`config.mk`:
```
export PLATFORM = sky130hd
export DESIGN_NAME = sample_buffer_reader
export DESIGN_NICKNAME = d
export VERILOG_FILES = /design/src/rtl/sample_buffer_reader.sv
export SDC_FILE = /design/constraint.sdc
export NUM_CORES = 1
export LEC_CHECK = 0
export CAP_MARGIN = 20
export CORE_UTILIZATION = 50
export CTS_CLUSTER_DIAMETER = 200
export DETAILED_ROUTE_END_ITERATION = 10
export PLACE_DENSITY = 0.76
export RECOVER_POWER = 25
export SETUP_SLACK_MARGIN = 0.15
export SLEW_MARGIN = 20
export SYNTH_ARGS = -nofsm -noshare
export SYNTH_HDL_FRONTEND = slang
export SYNTH_SLANG_ARGS = --single-unit
```
`constraint.sdc`:
```
create_clock -name i_clk -period 2.4 [get_ports i_clk]
set_clock_uncertainty 0.2 [all_clocks]
set_input_delay 0.6 -clock i_clk [delete_from_list [all_inputs] [get_ports i_clk]]
set_output_delay 0.6 -clock i_clk [all_outputs]
set_load 0.02 [all_outputs]
```
`src/rtl/sample_buffer_reader.sv`:
```
// sample_buffer_reader: walks a range of 48-bit words on RAM port B and
// streams each word as six little-endian bytes over a valid/ready byte port.
// Latency: first byte 3 cycles after an accepted start; 8 cycles per word
// when tx_ready stays high. A stalled byte holds until it is accepted.
// Ports:
//   i_clk, i_reset            clock, synchronous active-high reset
//   i_start, i_start_addr,    start pulse, first word address and number of
//   i_word_count              words (0..512); start is ignored unless idle
//   o_busy, o_done            transfer in progress / one-cycle completion pulse
//   o_adb, o_ceb, o_oce       RAM port-B address, read strobe, output enable
//   i_ram_dout                RAM port-B data, valid the cycle after o_ceb
//   o_tx_data, o_tx_valid,    byte stream toward the transmitter
//   i_tx_ready
module sample_buffer_reader (
  input  logic        i_clk,
  input  logic        i_reset,
  input  logic        i_start,
  input  logic [8:0]  i_start_addr,
  input  logic [9:0]  i_word_count,
  output logic        o_busy,
  output logic        o_done,
  output logic [8:0]  o_adb,
  output logic        o_ceb,
  output logic        o_oce,
  input  logic [47:0] i_ram_dout,
  output logic [7:0]  o_tx_data,
  output logic        o_tx_valid,
  input  logic        i_tx_ready
);

  typedef enum logic [2:0] {
    S_IDLE,
    S_READ,
    S_LATCH,
    S_SEND,
    S_FIN
  } state_t;

  state_t      r_state;
  logic [8:0]  r_addr;       // next word to read; wraps naturally at 512
  logic [9:0]  r_remaining;  // words not yet latched
  logic [47:0] r_shift;      // current word, lowest byte presented first
  logic [2:0]  r_byte_idx;
  logic        r_busy;
  logic        r_done;
  logic        r_ceb;
  logic [8:0]  r_adb;
  logic        r_tx_valid;
  logic        w_hs;

  assign w_hs       = r_tx_valid && i_tx_ready;
  assign o_busy     = r_busy;
  assign o_done     = r_done;
  assign o_adb      = r_adb;
  assign o_ceb      = r_ceb;
  assign o_oce      = 1'b1;
  // The shift register empties to zero after the sixth byte, so tx_data
  // reads 0 whenever nothing is being sent.
  assign o_tx_data  = r_shift[7:0];
  assign o_tx_valid = r_tx_valid;

  always_ff @(posedge i_clk) begin
    if (i_reset) begin
      r_state     <= S_IDLE;
      r_addr      <= 9'd0;
      r_remaining <= 10'd0;
      r_shift     <= 48'd0;
      r_byte_idx  <= 3'd0;
      r_busy      <= 1'b0;
      r_done      <= 1'b0;
      r_ceb       <= 1'b0;
      r_adb       <= 9'd0;
      r_tx_valid  <= 1'b0;
    end else begin
      case (r_state)
        S_IDLE: begin
          if (i_start) begin
            r_addr      <= i_start_addr;
            r_remaining <= i_word_count;
            if (i_word_count == 10'd0) begin
              // Empty transfer: completion pulse only, busy never rises.
              r_state <= S_FIN;
              r_done  <= 1'b1;
            end else begin
              // Outputs are registered, so the read strobe for the first
              // word is set up here to appear in the READ cycle.
              r_state <= S_READ;
              r_busy  <= 1'b1;
              r_ceb   <= 1'b1;
              r_adb   <= i_start_addr;
            end
          end
        end

        S_READ: begin
          r_ceb   <= 1'b0;
          r_state <= S_LATCH;
        end

        S_LATCH: begin
          r_shift     <= i_ram_dout;
          r_byte_idx  <= 3'd0;
          r_addr      <= r_addr + 9'd1;
          r_remaining <= r_remaining - 10'd1;
          r_tx_valid  <= 1'b1;
          r_state     <= S_SEND;
        end

        S_SEND: begin
          if (w_hs) begin
            r_shift    <= {8'd0, r_shift[47:8]};
            r_byte_idx <= r_byte_idx + 3'd1;
            if (r_byte_idx == 3'd5) begin
              r_tx_valid <= 1'b0;
              if (r_remaining != 10'd0) begin
                r_state <= S_READ;
                r_ceb   <= 1'b1;
                r_adb   <= r_addr;
              end else begin
                r_state <= S_FIN;
                r_done  <= 1'b1;
                r_busy  <= 1'b0;
              end
            end
          end
        end

        S_FIN: begin
          r_done  <= 1'b0;
          r_busy  <= 1'b0;
          r_state <= S_IDLE;
        end

        default: r_state <= S_IDLE;
      endcase
    end
  end

endmodule

```
==> results summary, run 1 <==
The run finished with clean final reports. The clock share of power is 0.218. Walking the worst path, the cells encountered are clkdlybuf4s50_1, nor4_2, nand3_1, a2bb2oi_4, nand2_4, mux2_4.

The global route total overflow came out at 0. The post-synthesis register bit count came out at 86. The placeable core region is 8260 µm².

The clock-pin slew on the worst setup and hold paths came out at 0.09 ns. The post-route minimum period is 2.29 ns. The required time reported for the critical path endpoint came out at 2.45 ns. The number of port buffers came out at 91. At the worst endpoint, the arrival time is 2.34 ns.

The DRC violation count after routing came out at 0. The detailed-route via count came out at 4005. Power spread over the standard cell area amounts to 1010 nW/µm². The worst setup path is captured at a flip-flop.

The final net count came out at 676. Among all cell types in the netlist, the one instantiated most often is sky130_fd_sc_hd__nand2_1. The detail route stage leaves a number of antenna-violating nets equal to 0. The fraction of layout instances using a drive strength above 1 came out at 0.114. The highest fanout seen on the critical path came out at 9.

The synthesized instance count is 523. The area share of the largest cell type after synthesis came out at 0.403. The worst setup path is launched from an input port.

The switching fraction of total power is 0.358. The static leakage came out at 2.06 nW. The number of buffers created by CTS came out at 9. The level count of the clock H-tree came out at 3. The post-synthesis average cell area is 8.16 µm². The initial core utilization came out at 0.517. The standard cell area after detailed placement is 5250 µm². The number of global-route vias before repair came out at 3727. The latest clock arrival within the worst-skew pair is 0.36 ns. Counting along the longest clock path gives a buffer depth of 2. In the synthesized netlist the dominant register cell turns out to be sky130_fd_sc_hd__dfxtp_1.

The logic gate share of total power is 0.405. The global-route wire length before repair is 16.7 mm. The global placer's final weighted congestion came out at 0.885.

The floorplan has 33 rows. The vertical extent of the die is 94.4 µm. The average vias per placed instance is 5.63. The critical path class is input port to flip-flop.

The number of buffers added to fix hold violations after cts came out at 0. The final-report setup violation count came out at 0. The count of antenna diodes in the layout is 0. The switching power is 0.00199 W. The total die area came out at 8910 µm². The power consumption came out at 0.00556 W. The count of unique library cells instantiated by Yosys is 58. Of all cell types, the one taking the most synthesized area is sky130_fd_sc_hd__dfxtp_1. Entering global routing, the biggest net connects 50 pins. The number of DRC violations after detailed-routing iteration 0 came out at 198. The number of max-cap violations is 0. The share of synthesized registers carrying an async set or reset is 0.

Based on the critical path, the design can be clocked at up to 0.436 GHz. The count of final hold-check violations is 0. The area of the mapped netlist came out at 4270 µm². The largest single stage delay on the critical path is 0.45 ns. The cell chosen for the clock root is sky130_fd_sc_hd__clkbuf_8. The number of ports placed on the die boundary came out at 93. The area overhead of the layout relative to synthesis is 28.4%. The count of buffer and inverter cells on the critical path is 1. The cell-internal power is 0.00357 W.

Among cell families on the critical path, the largest total delay comes from simple AND/OR/NAND/NOR gates. The number of sinks on the clock net is 86. Ranked by instance count, the synthesized netlist is headed by sky130_fd_sc_hd__nand2_1, sky130_fd_sc_hd__dfxtp_1, sky130_fd_sc_hd__nor2_1, sky130_fd_sc_hd__a311oi_1, sky130_fd_sc_hd__a21oi_1.

The number of pins exceeding their max-slew limit in the final report came out at 0. The cell area after layout came out at 5480 µm². The number of antenna violations at the first check in global routing was 0. The number of flops mapped to enable cells by yosys is 0. The net count of the mapped netlist came out at 598. The half-perimeter wire length after placement came out at 7.14 mm. The final wirelength came out at 10.3 mm.

The worst-case IR drop observed on VDD is 545 µV. The proportion of synthesized chip area in sequential cells is 0.403. The tightest min-delay check is of the flip-flop to flip-flop type. The proportion of power drawn by flip-flops and latches came out at 0.377. TritonCTS built the clock tree.

On the critical path, the stage with the largest delay is an instance of sky130_fd_sc_hd__clkdlybuf4s50_1. Setup repair after global routing left no endpoint under its margin. In the global route stage, overall resource usage came out at 0.238. The number of detailed-route iterations in the first pass is 5. By area the synthesized netlist is led by sky130_fd_sc_hd__dfxtp_1, sky130_fd_sc_hd__nand2_1, sky130_fd_sc_hd__a311oi_1.

The horizontal extent of the die is 94.4 µm. The average wire per cell in the routed design is 14.5 µm. The ratio of final minimum period to clock period came out at 0.955. The Yosys step of the flow raised 0 warnings.
## cell usage in the layout, fill, tap and decap left out, types with 7 or more instances in the layout
cell,instances
sky130_fd_sc_hd__a21oi_1,38
sky130_fd_sc_hd__a311oi_1,40
sky130_fd_sc_hd__buf_4,16
sky130_fd_sc_hd__clkbuf_8,9
sky130_fd_sc_hd__clkdlybuf4s50_1,90
sky130_fd_sc_hd__dfxtp_1,85
sky130_fd_sc_hd__mux2_4,9
sky130_fd_sc_hd__nand2_1,119
sky130_fd_sc_hd__nand3_1,18
sky130_fd_sc_hd__nor2_1,60
sky130_fd_sc_hd__nor2b_1,10
sky130_fd_sc_hd__nor3_1,7
## routing by layer
metal | GRT usage | up-vias | routed length (µm)
met2 | 0.393 | 141 | 4850
met4 | 0.0962 | 0 | 216
met5 | 0 | - | 0
met3 | 0.0427 | 25 | 553
met1 | 0.307 | 1842 | 4670
li1 | - | 1997 | -
## worst min-delay path, cell delays in order, from the launching register on
cell	delay, ns
sky130_fd_sc_hd__dfxtp_1	0.32
sky130_fd_sc_hd__nand2_1	0.05
sky130_fd_sc_hd__a311oi_1	0.07
## state kept, by name, indices dropped and copies added, names as in the netlist
signal       flops
o_ceb            1
o_tx_valid       1
o_busy           1
r_state          3
o_done           1
r_addr           9
o_adb            9
r_remaining     10
r_byte_idx       3
r_shift         48
## stage by stage
step	setup TNS [ns]	worst slack, ns	util	cells	hold WS, ns
2_1_floorplan	0	0.406	-	523	0.245
3_3_place_gp	-0.930	-0.104	0.635	695	0.255
3_5_place_dp	-1.56	-0.166	0.635	695	0.261
4_1_cts	0	0.205	0.664	711	0.271
5_1_grt	0	0.111	0.664	711	0.300
6_report	0	0.108	0.664	711	0.272
## power by group through the flow
stage          clock, W  combinational (W)  sequential (W)
2_1_floorplan         0            0.00161         0.00212
4_1_cts         0.00123            0.00226         0.00209
3_3_place_gp          0            0.00220         0.00210
3_5_place_dp          0            0.00224         0.00212
6_report        0.00121            0.00225         0.00210
5_1_grt         0.00130            0.00248         0.00215
## cell families after synthesis
| logic type | share of synthesized area |
|---|---|
| other cells | 0.000878 |
| flops | 0.403 |
| xor+xnor | 0.00616 |
| compound gates | 0.207 |
| mux | 0.0387 |
| simple gates | 0.257 |
| buf+inv | 0.0750 |
| fa+ha+maj | 0.0117 |
## cell type report
| type | count | area (µm²) |
|---|---|---|
| Tap cell | 105 | 131 |
| Sequential cell | 86 | 1720 |
| Clock buffer | 11 | 131 |
| Fill cell | 714 | 2780 |
| Clock inverter | 5 | 106 |
| Multi-Input combinational cell | 381 | 2240 |
| Timing Repair Buffer | 117 | 1130 |
| Inverter | 6 | 22.5 |
## final timing paths
kind                                 end  slack [ns]  cells past startpoint                     start
max reg2reg  r_remaining[9]$_SDFFE_PP0P_        0.30                      6   r_state[0]$_SDFFE_PP0P_
max                o_adb[8]$_SDFFE_PP0P_        0.11                      6           i_word_count[8]
min             r_shift[33]$_SDFFE_PP0P_        0.27                      2  r_shift[41]$_SDFFE_PP0P_
min reg2reg     r_shift[33]$_SDFFE_PP0P_        0.27                      2  r_shift[41]$_SDFFE_PP0P_
## timing repair
action	CTS	global route
resized for setup	0	3
setup endpoints to repair	0	13
setup buffers	0	0
(Power assumes the default switching activity.)
==> run 2, diff against run 1 <==
CAP_MARGIN = unset   (was 20)
CORE_ASPECT_RATIO = 2   (was unset)
SKIP_CTS_REPAIR_TIMING = 1   (was unset)
==> run 2 against run 1 <==
  * Register-to-register slack worse by 0.05 ns
  * Cell area is 2.1% higher
  * Fmax is 0.92% higher
  * Sequential cell count stayed put
  * Final cell count is 0.98% lower
  * First-iteration DRC count is 39% higher
  * Setup slack better by 0.021 ns
  * Utilization is 1.1 points higher
  * Critical endpoint is now o_adb[6]$_SDFFE_PP0P_
==> results summary, run 2 (same netlist as run 1, synthesis figures left out) <==
Setup repair after global routing left no endpoint under its margin. In the layout the commonest cells are sky130_fd_sc_hd__nand2_1, sky130_fd_sc_hd__clkdlybuf4s50_1, sky130_fd_sc_hd__dfxtp_1. The final-report setup violation count came out at 0.

Of the cells placed in the final design, the portion with a size suffix greater than 1 is 0.120. The detailed-route via count came out at 3988. The kind of path behind the tightest hold check is flip-flop to flip-flop. Setup slack closes at 0.129 ns. The global-route usage over all layers came out at 0.250.

After the first detailed-routing iteration, the DRC count stood at 276. The wire-length estimate of the detail-placed layout is 7.47 mm. The startpoint identified for the worst hold timing path is r_remaining[9]$_SDFFE_PP0P_. The worst setup path is captured at a flip-flop. The global route total overflow came out at 0. The number of global-route vias before repair is 3827. The number of pins exceeding their max-slew limit in the final report came to 0. The maximum count of clock buffers along a single path came out at 2. The horizontal extent of the die is 67.3 µm. The region available for standard cell placement spans 8290 µm². The startpoint identified for the worst register-to-register timing path is r_state[2]$_SDFFE_PP0P_.

The total negative setup slack came out at 0 ns. The global placer's final weighted congestion came out at 0.855. After detailed routing, the number of vias per cell comes to 5.66. The final wirelength came out at 10.5 mm. Buffers placed on the I/O ports in this run total 91. The total die area is 8930 µm².

The final net count came out at 676. The highest fanout seen on the critical path came out at 9. The global-route wire length before repair is 17.2 mm. The floorplan has 47 rows.

The clock-pin slew on the worst setup and hold paths came out at 0.06 ns. In the routed design, unresolved DRC markers number 0. The count of final hold-check violations is 0. CTS placed an instance of sky130_fd_sc_hd__clkbuf_16 at the clock tree root. In this run the static leakage power is 2.12 nW. The actual transition at the worst max-transition pin is 0.512 ns. Along the worst hold path, the cell count comes to 2. STA classifies the critical path startpoint as an input port. The critical path in this run is classified as input port to flip-flop.

TritonCTS built the clock tree. For the worst-skew pair, the clock arrives at the later sink with an insertion delay of 0.34 ns. The initial core utilization came out at 0.515. The worst hold endpoint is r_remaining[9]$_SDFFE_PP0P_. The area growth from synthesis to layout is 31.0%.

The relative slew slack is 0.658. The post-route core utilization is 0.675. The number of antenna violations at the first check in global routing was 0. Entering global routing, the biggest net connects 52 pins. The number of buffers created by CTS is 9. The floorplan step set the die height to 133 µm. The worst hold-check slack came out at 0.271 ns.

The number of ports placed on the die boundary came out at 93. The post-route minimum period is 2.27 ns. The register containing the most flip-flops in the final layout is r_shift.

The run finished with clean final reports. The depth of the most critical reg-to-reg path is 7. Data on the critical path arrives at its endpoint at 2.29 ns. The level count of the clock H-tree came out at 3. The endpoint identified for the worst register-to-register timing path is r_shift[11]$_SDFFE_PP0P_. The average wire per cell in the routed design is 14.9 µm. The slack of the worst reg-to-reg path came out at 0.25 ns. At the worst endpoint, the required time is 2.42 ns. The number of detailed-route iterations in the first pass is 5. The most common library cell in the layout ignoring fill and taps is sky130_fd_sc_hd__nand2_1.

The pre-CTS setup slack is -0.244 ns. The clock drives 86 sinks. The count of antenna-violating nets left after detailed routing came out at 0. The register with the most flip-flops in the layout has 48 of them. The number of max-cap violations is 0. The worst voltage drop across the vdd grid is 741 µV. Derived from the worst setup path, the maximum achievable clock frequency is 0.440 GHz. The power density relative to cell area came out at 1050 nW/µm². The count of antenna diodes in the layout is 0.

The largest registers in the layout are r_shift (48), r_remaining (10). In the finished design, the share of the clock period the worst path needs comes to 0.946. After layout, the design draws a total of 0.00585 W.
-- run 2: how the worst max path moves through the flow --
stage | start | end | slack (ns) | cells past startpoint
after floorplan | i_word_count[4] | o_adb[0]$_SDFFE_PP0P_ | 0.41 | 5
after global placement | i_word_count[4] | o_adb[4]$_SDFFE_PP0P_ | -0.12 | 6
after detailed placement | i_word_count[4] | o_adb[6]$_SDFFE_PP0P_ | -0.24 | 6
after CTS | i_word_count[4] | o_adb[6]$_SDFFE_PP0P_ | 0.1 | 6
after global routing | i_start | o_adb[3]$_SDFFE_PP0P_ | 0.08 | 6
final | i_start | o_adb[6]$_SDFFE_PP0P_ | 0.13 | 6
-- run 2: metrics by stage --
stage | cells | cell area, µm²
after detailed placement | 688 | 5280
after floorplan | 523 | 4270
final | 704 | 5590
after global routing | 704 | 5590
after CTS | 704 | 5600
after global placement | 688 | 5280
-- run 2: metal layers --
| metal | routed length, µm | track usage |
|---|---|---|
| met4 | 257 | 0.108 |
| met5 | 0 | 0 |
| met2 | 5770 | 0.448 |
| met3 | 485 | 0.0466 |
| met1 | 4000 | 0.271 |
-- run 2: area by class of cell --
cell class | count | area (µm²)
clock buffers | 10 | 239
clock inverters | 6 | 85.1
fillers | 728 | 2700
inverters | 6 | 22.5
multi-input cells | 381 | 2240
flip-flops and latches | 86 | 1720
well taps | 98 | 123
repair buffers | 117 | 1160
-- run 2: critical path: stages --
cell and delay [ns]:
sky130_fd_sc_hd__dlygate4sd3_1 0.55, sky130_fd_sc_hd__clkbuf_1 0.18, sky130_fd_sc_hd__o22ai_1 0.14, sky130_fd_sc_hd__nor3_2 0.30, sky130_fd_sc_hd__nand2_4 0.18, sky130_fd_sc_hd__mux2_4 0.33
-- run 2: report_power, final --
group          switching (W)  leakage (nW)  total, W  internal (W)
clock network       0.000549         0.154   0.00148      0.000935
registers           0.000275         0.706   0.00210       0.00183
logic                0.00119          1.25   0.00227       0.00108
total                0.00202          2.12   0.00585       0.00384
==> run 3, diff against run 2 <==
CAP_MARGIN = 20   (was unset)
MAX_ROUTING_LAYER = met4   (was unset)
SETUP_SLACK_MARGIN = 0.2   (was 0.15)
==> run 3 against run 2 <==
  * Register-to-register slack hardly changed
  * Setup slack better by 0.093 ns
  * Die area stayed put
  * Power is 0.54% higher
  * Via count is 2.4% higher
  * Sequential share of layout area is 0.083 points higher
  * Hold slack better by 0.0021 ns
  * Clock power hardly changed
  * Critical endpoint is now o_adb[0]$_SDFFE_PP0P_
==> results summary, run 3 (same netlist as run 1, synthesis figures left out) <==
Leaving out fill and tap cells, the most frequent cell in the layout is sky130_fd_sc_hd__nand2_1. The min-delay analysis places its worst path in the category flip-flop to flip-flop. r_shift holds more flip-flops than any other register. The number of DRC violations after detailed-routing iteration 0 is 338. The count of antenna diodes in the layout is 0. The flow ran to the end, and the final reports show no timing, DRC or antenna violations. After detailed routing, the number of vias per cell comes to 5.78.

After detailed routing, the average wire length per cell comes to 15.6 µm. CTS placed an instance of sky130_fd_sc_hd__clkbuf_16 at the clock tree root. The total number of placement rows is 47. The placeable core region is 8290 µm². The top cell types in the final layout, fill and taps aside, are sky130_fd_sc_hd__nand2_1, sky130_fd_sc_hd__clkdlybuf4s50_1, sky130_fd_sc_hd__dfxtp_1. The number of global-route vias before repair came out at 3802.

The detailed-route via count is 4084. The number of max-cap violations came out at 0. The worst-case IR drop observed on VDD is 759 µV. The latest clock arrival within the worst-skew pair is 0.34 ns.

Global routing finished with a remaining overflow of 0. The final wirelength came out at 11.0 mm. The number of detailed-route iterations in the first pass is 5. CTS saw 86 sinks. In this run the remaining antenna-violating nets after routing total 0. During placement, the flow inserted port buffers numbering 91. For the worst setup path, the data required time is 2.43 ns. The first global-routing pass estimated 17.0 mm of wire. The static leakage is 2.11 nW. The count of final hold-check violations is 0. For this design the ratio of total power to cell area is 1050 nW/µm². Of the available clock period, the critical path in the final layout requires 0.908.

The final net count came out at 678. For this configuration, the core starts out at a cell density of 0.515. TritonCTS built the clock tree. The final-report setup violation count came out at 0. The startpoint type of the worst setup path is an input port.

In the final layout, the share of cells above drive strength 1 is 0.113. For this run, design rule violations remaining after detail routing come to 0. The area overhead of the layout relative to synthesis is 30.7%. The worst endpoint data arrival time came out at 2.21 ns. The number of pins exceeding their max-slew limit in the final report came to 0. At the pin with the least slew margin, the transition time is 0.526 ns. The wire-length estimate of the detail-placed layout is 7.48 mm.

The worst path needs 2.18 ns of the cycle, external delays included. Setup repair after global routing left no endpoint under its margin. The level count of the clock H-tree came out at 3. The total negative setup slack is 0 ns.

STA classifies the critical path endpoint as a flip-flop. The maximum clock rate is 0.459 GHz. The pre-CTS setup slack is -0.139 ns.

Across every metal layer, demand over resource in global routing totals 0.258. Once routing completed, OpenROAD measured the worst setup slack at 0.222 ns. The number of ports placed on the die boundary came out at 93. The clock passes through at most 2 buffers. The post-placement cell count is 689. The largest registers in the layout are r_shift (48), r_remaining (10). The layout filler cell count is 695. The horizontal extent of the die is 67.3 µm. The number of buffers created by CTS came out at 9. The highest fanout seen on the critical path came out at 4. The number of antenna violations at the first check in global routing came out at 0.

The die is 133 µm tall. The total die area came out at 8930 µm². The worst setup path is of the input port to flip-flop kind. The count of cells in the finished layout, fillers not included, comes to 706.

Entering global routing, the biggest net connects 52 pins. The congestion estimate from routability-driven global placement came to 0.859. The register with the most flip-flops in the layout has 48 of them. The relative slew slack came out at 0.649. After clock tree synthesis, the clock-pin slew on the worst setup and hold paths is 0.06 ns.
run 3: cell count changes in the layout (fill, tap and decap cells not counted), sizes merged:
cell | previous run | this run
clkbuf | 14 | 17
clkinvlp | 2 | 0
clkdlybuf4s50 | 89 | 90
dlygate4sd3 | 1 | 0
nand2 | 123 | 124
run 3: layer usage:
layer  global-route usage  vias up  wire length (µm)
met5                    -        -                 0
met4                0.121        0               327
met3               0.0483       29               519
met2                0.440      145              5840
met1                0.276     1917              4300
li1                     -     1993                 -
run 3: final timing paths:
kind | end | startpoint | cells after the start | slack (ns)
hold reg to reg | o_busy$_SDFFE_PP0P_ | o_busy$_SDFFE_PP0P_ | 2 | 0.27
setup / recovery | o_adb[0]$_SDFFE_PP0P_ | i_word_count[4] | 6 | 0.22
setup reg to reg | r_shift[27]$_SDFFE_PP0P_ | r_state[1]$_SDFFE_PP0P_ | 6 | 0.25
hold / removal | o_busy$_SDFFE_PP0P_ | o_busy$_SDFFE_PP0P_ | 2 | 0.27
run 3: cell type report:
cell class / count / area, µm² / share of cell area
Multi-Input combinational cell: 382 / 2240 / 0.402
Sequential cell: 86 / 1720 / 0.309
Timing Repair Buffer: 118 / 1150 / 0.207
Clock buffer: 12 / 246 / 0.0442
Tap cell: 98 / 123 / 0.0220
Clock inverter: 4 / 70.1 / 0.0126
Inverter: 6 / 22.5 / 0.00404
run 3: power by group:
| group | total (W) | internal, W | switching (W) |
|---|---|---|---|
| registers | 0.00210 | 0.00182 | 0.000277 |
| logic | 0.00229 | 0.00106 | 0.00123 |
| clock network | 0.00149 | 0.000937 | 0.000557 |
| total | 0.00589 | 0.00383 | 0.00206 |
run 3: per-stage QoR:
step | hold slack [ns] | area (µm²) | util | total power [W]
after floorplan | 0.245 | 4270 | - | 0.00372
after global placement | 0.255 | 5270 | 0.636 | 0.00432
after detailed placement | 0.262 | 5270 | 0.636 | 0.00440
after CTS | 0.271 | 5590 | 0.674 | 0.00591
after global routing | 0.281 | 5580 | 0.673 | 0.00622
final | 0.273 | 5580 | 0.673 | 0.00589
run 3: worst max-delay path, cell delays in order:
cell                              delay [ns]
sky130_fd_sc_hd__clkdlybuf4s50_1        0.44
sky130_fd_sc_hd__nor4_2                 0.28
sky130_fd_sc_hd__nand3_1                0.20
sky130_fd_sc_hd__a2bb2oi_4              0.22
sky130_fd_sc_hd__nand2_2                0.16
sky130_fd_sc_hd__mux2_4                 0.31
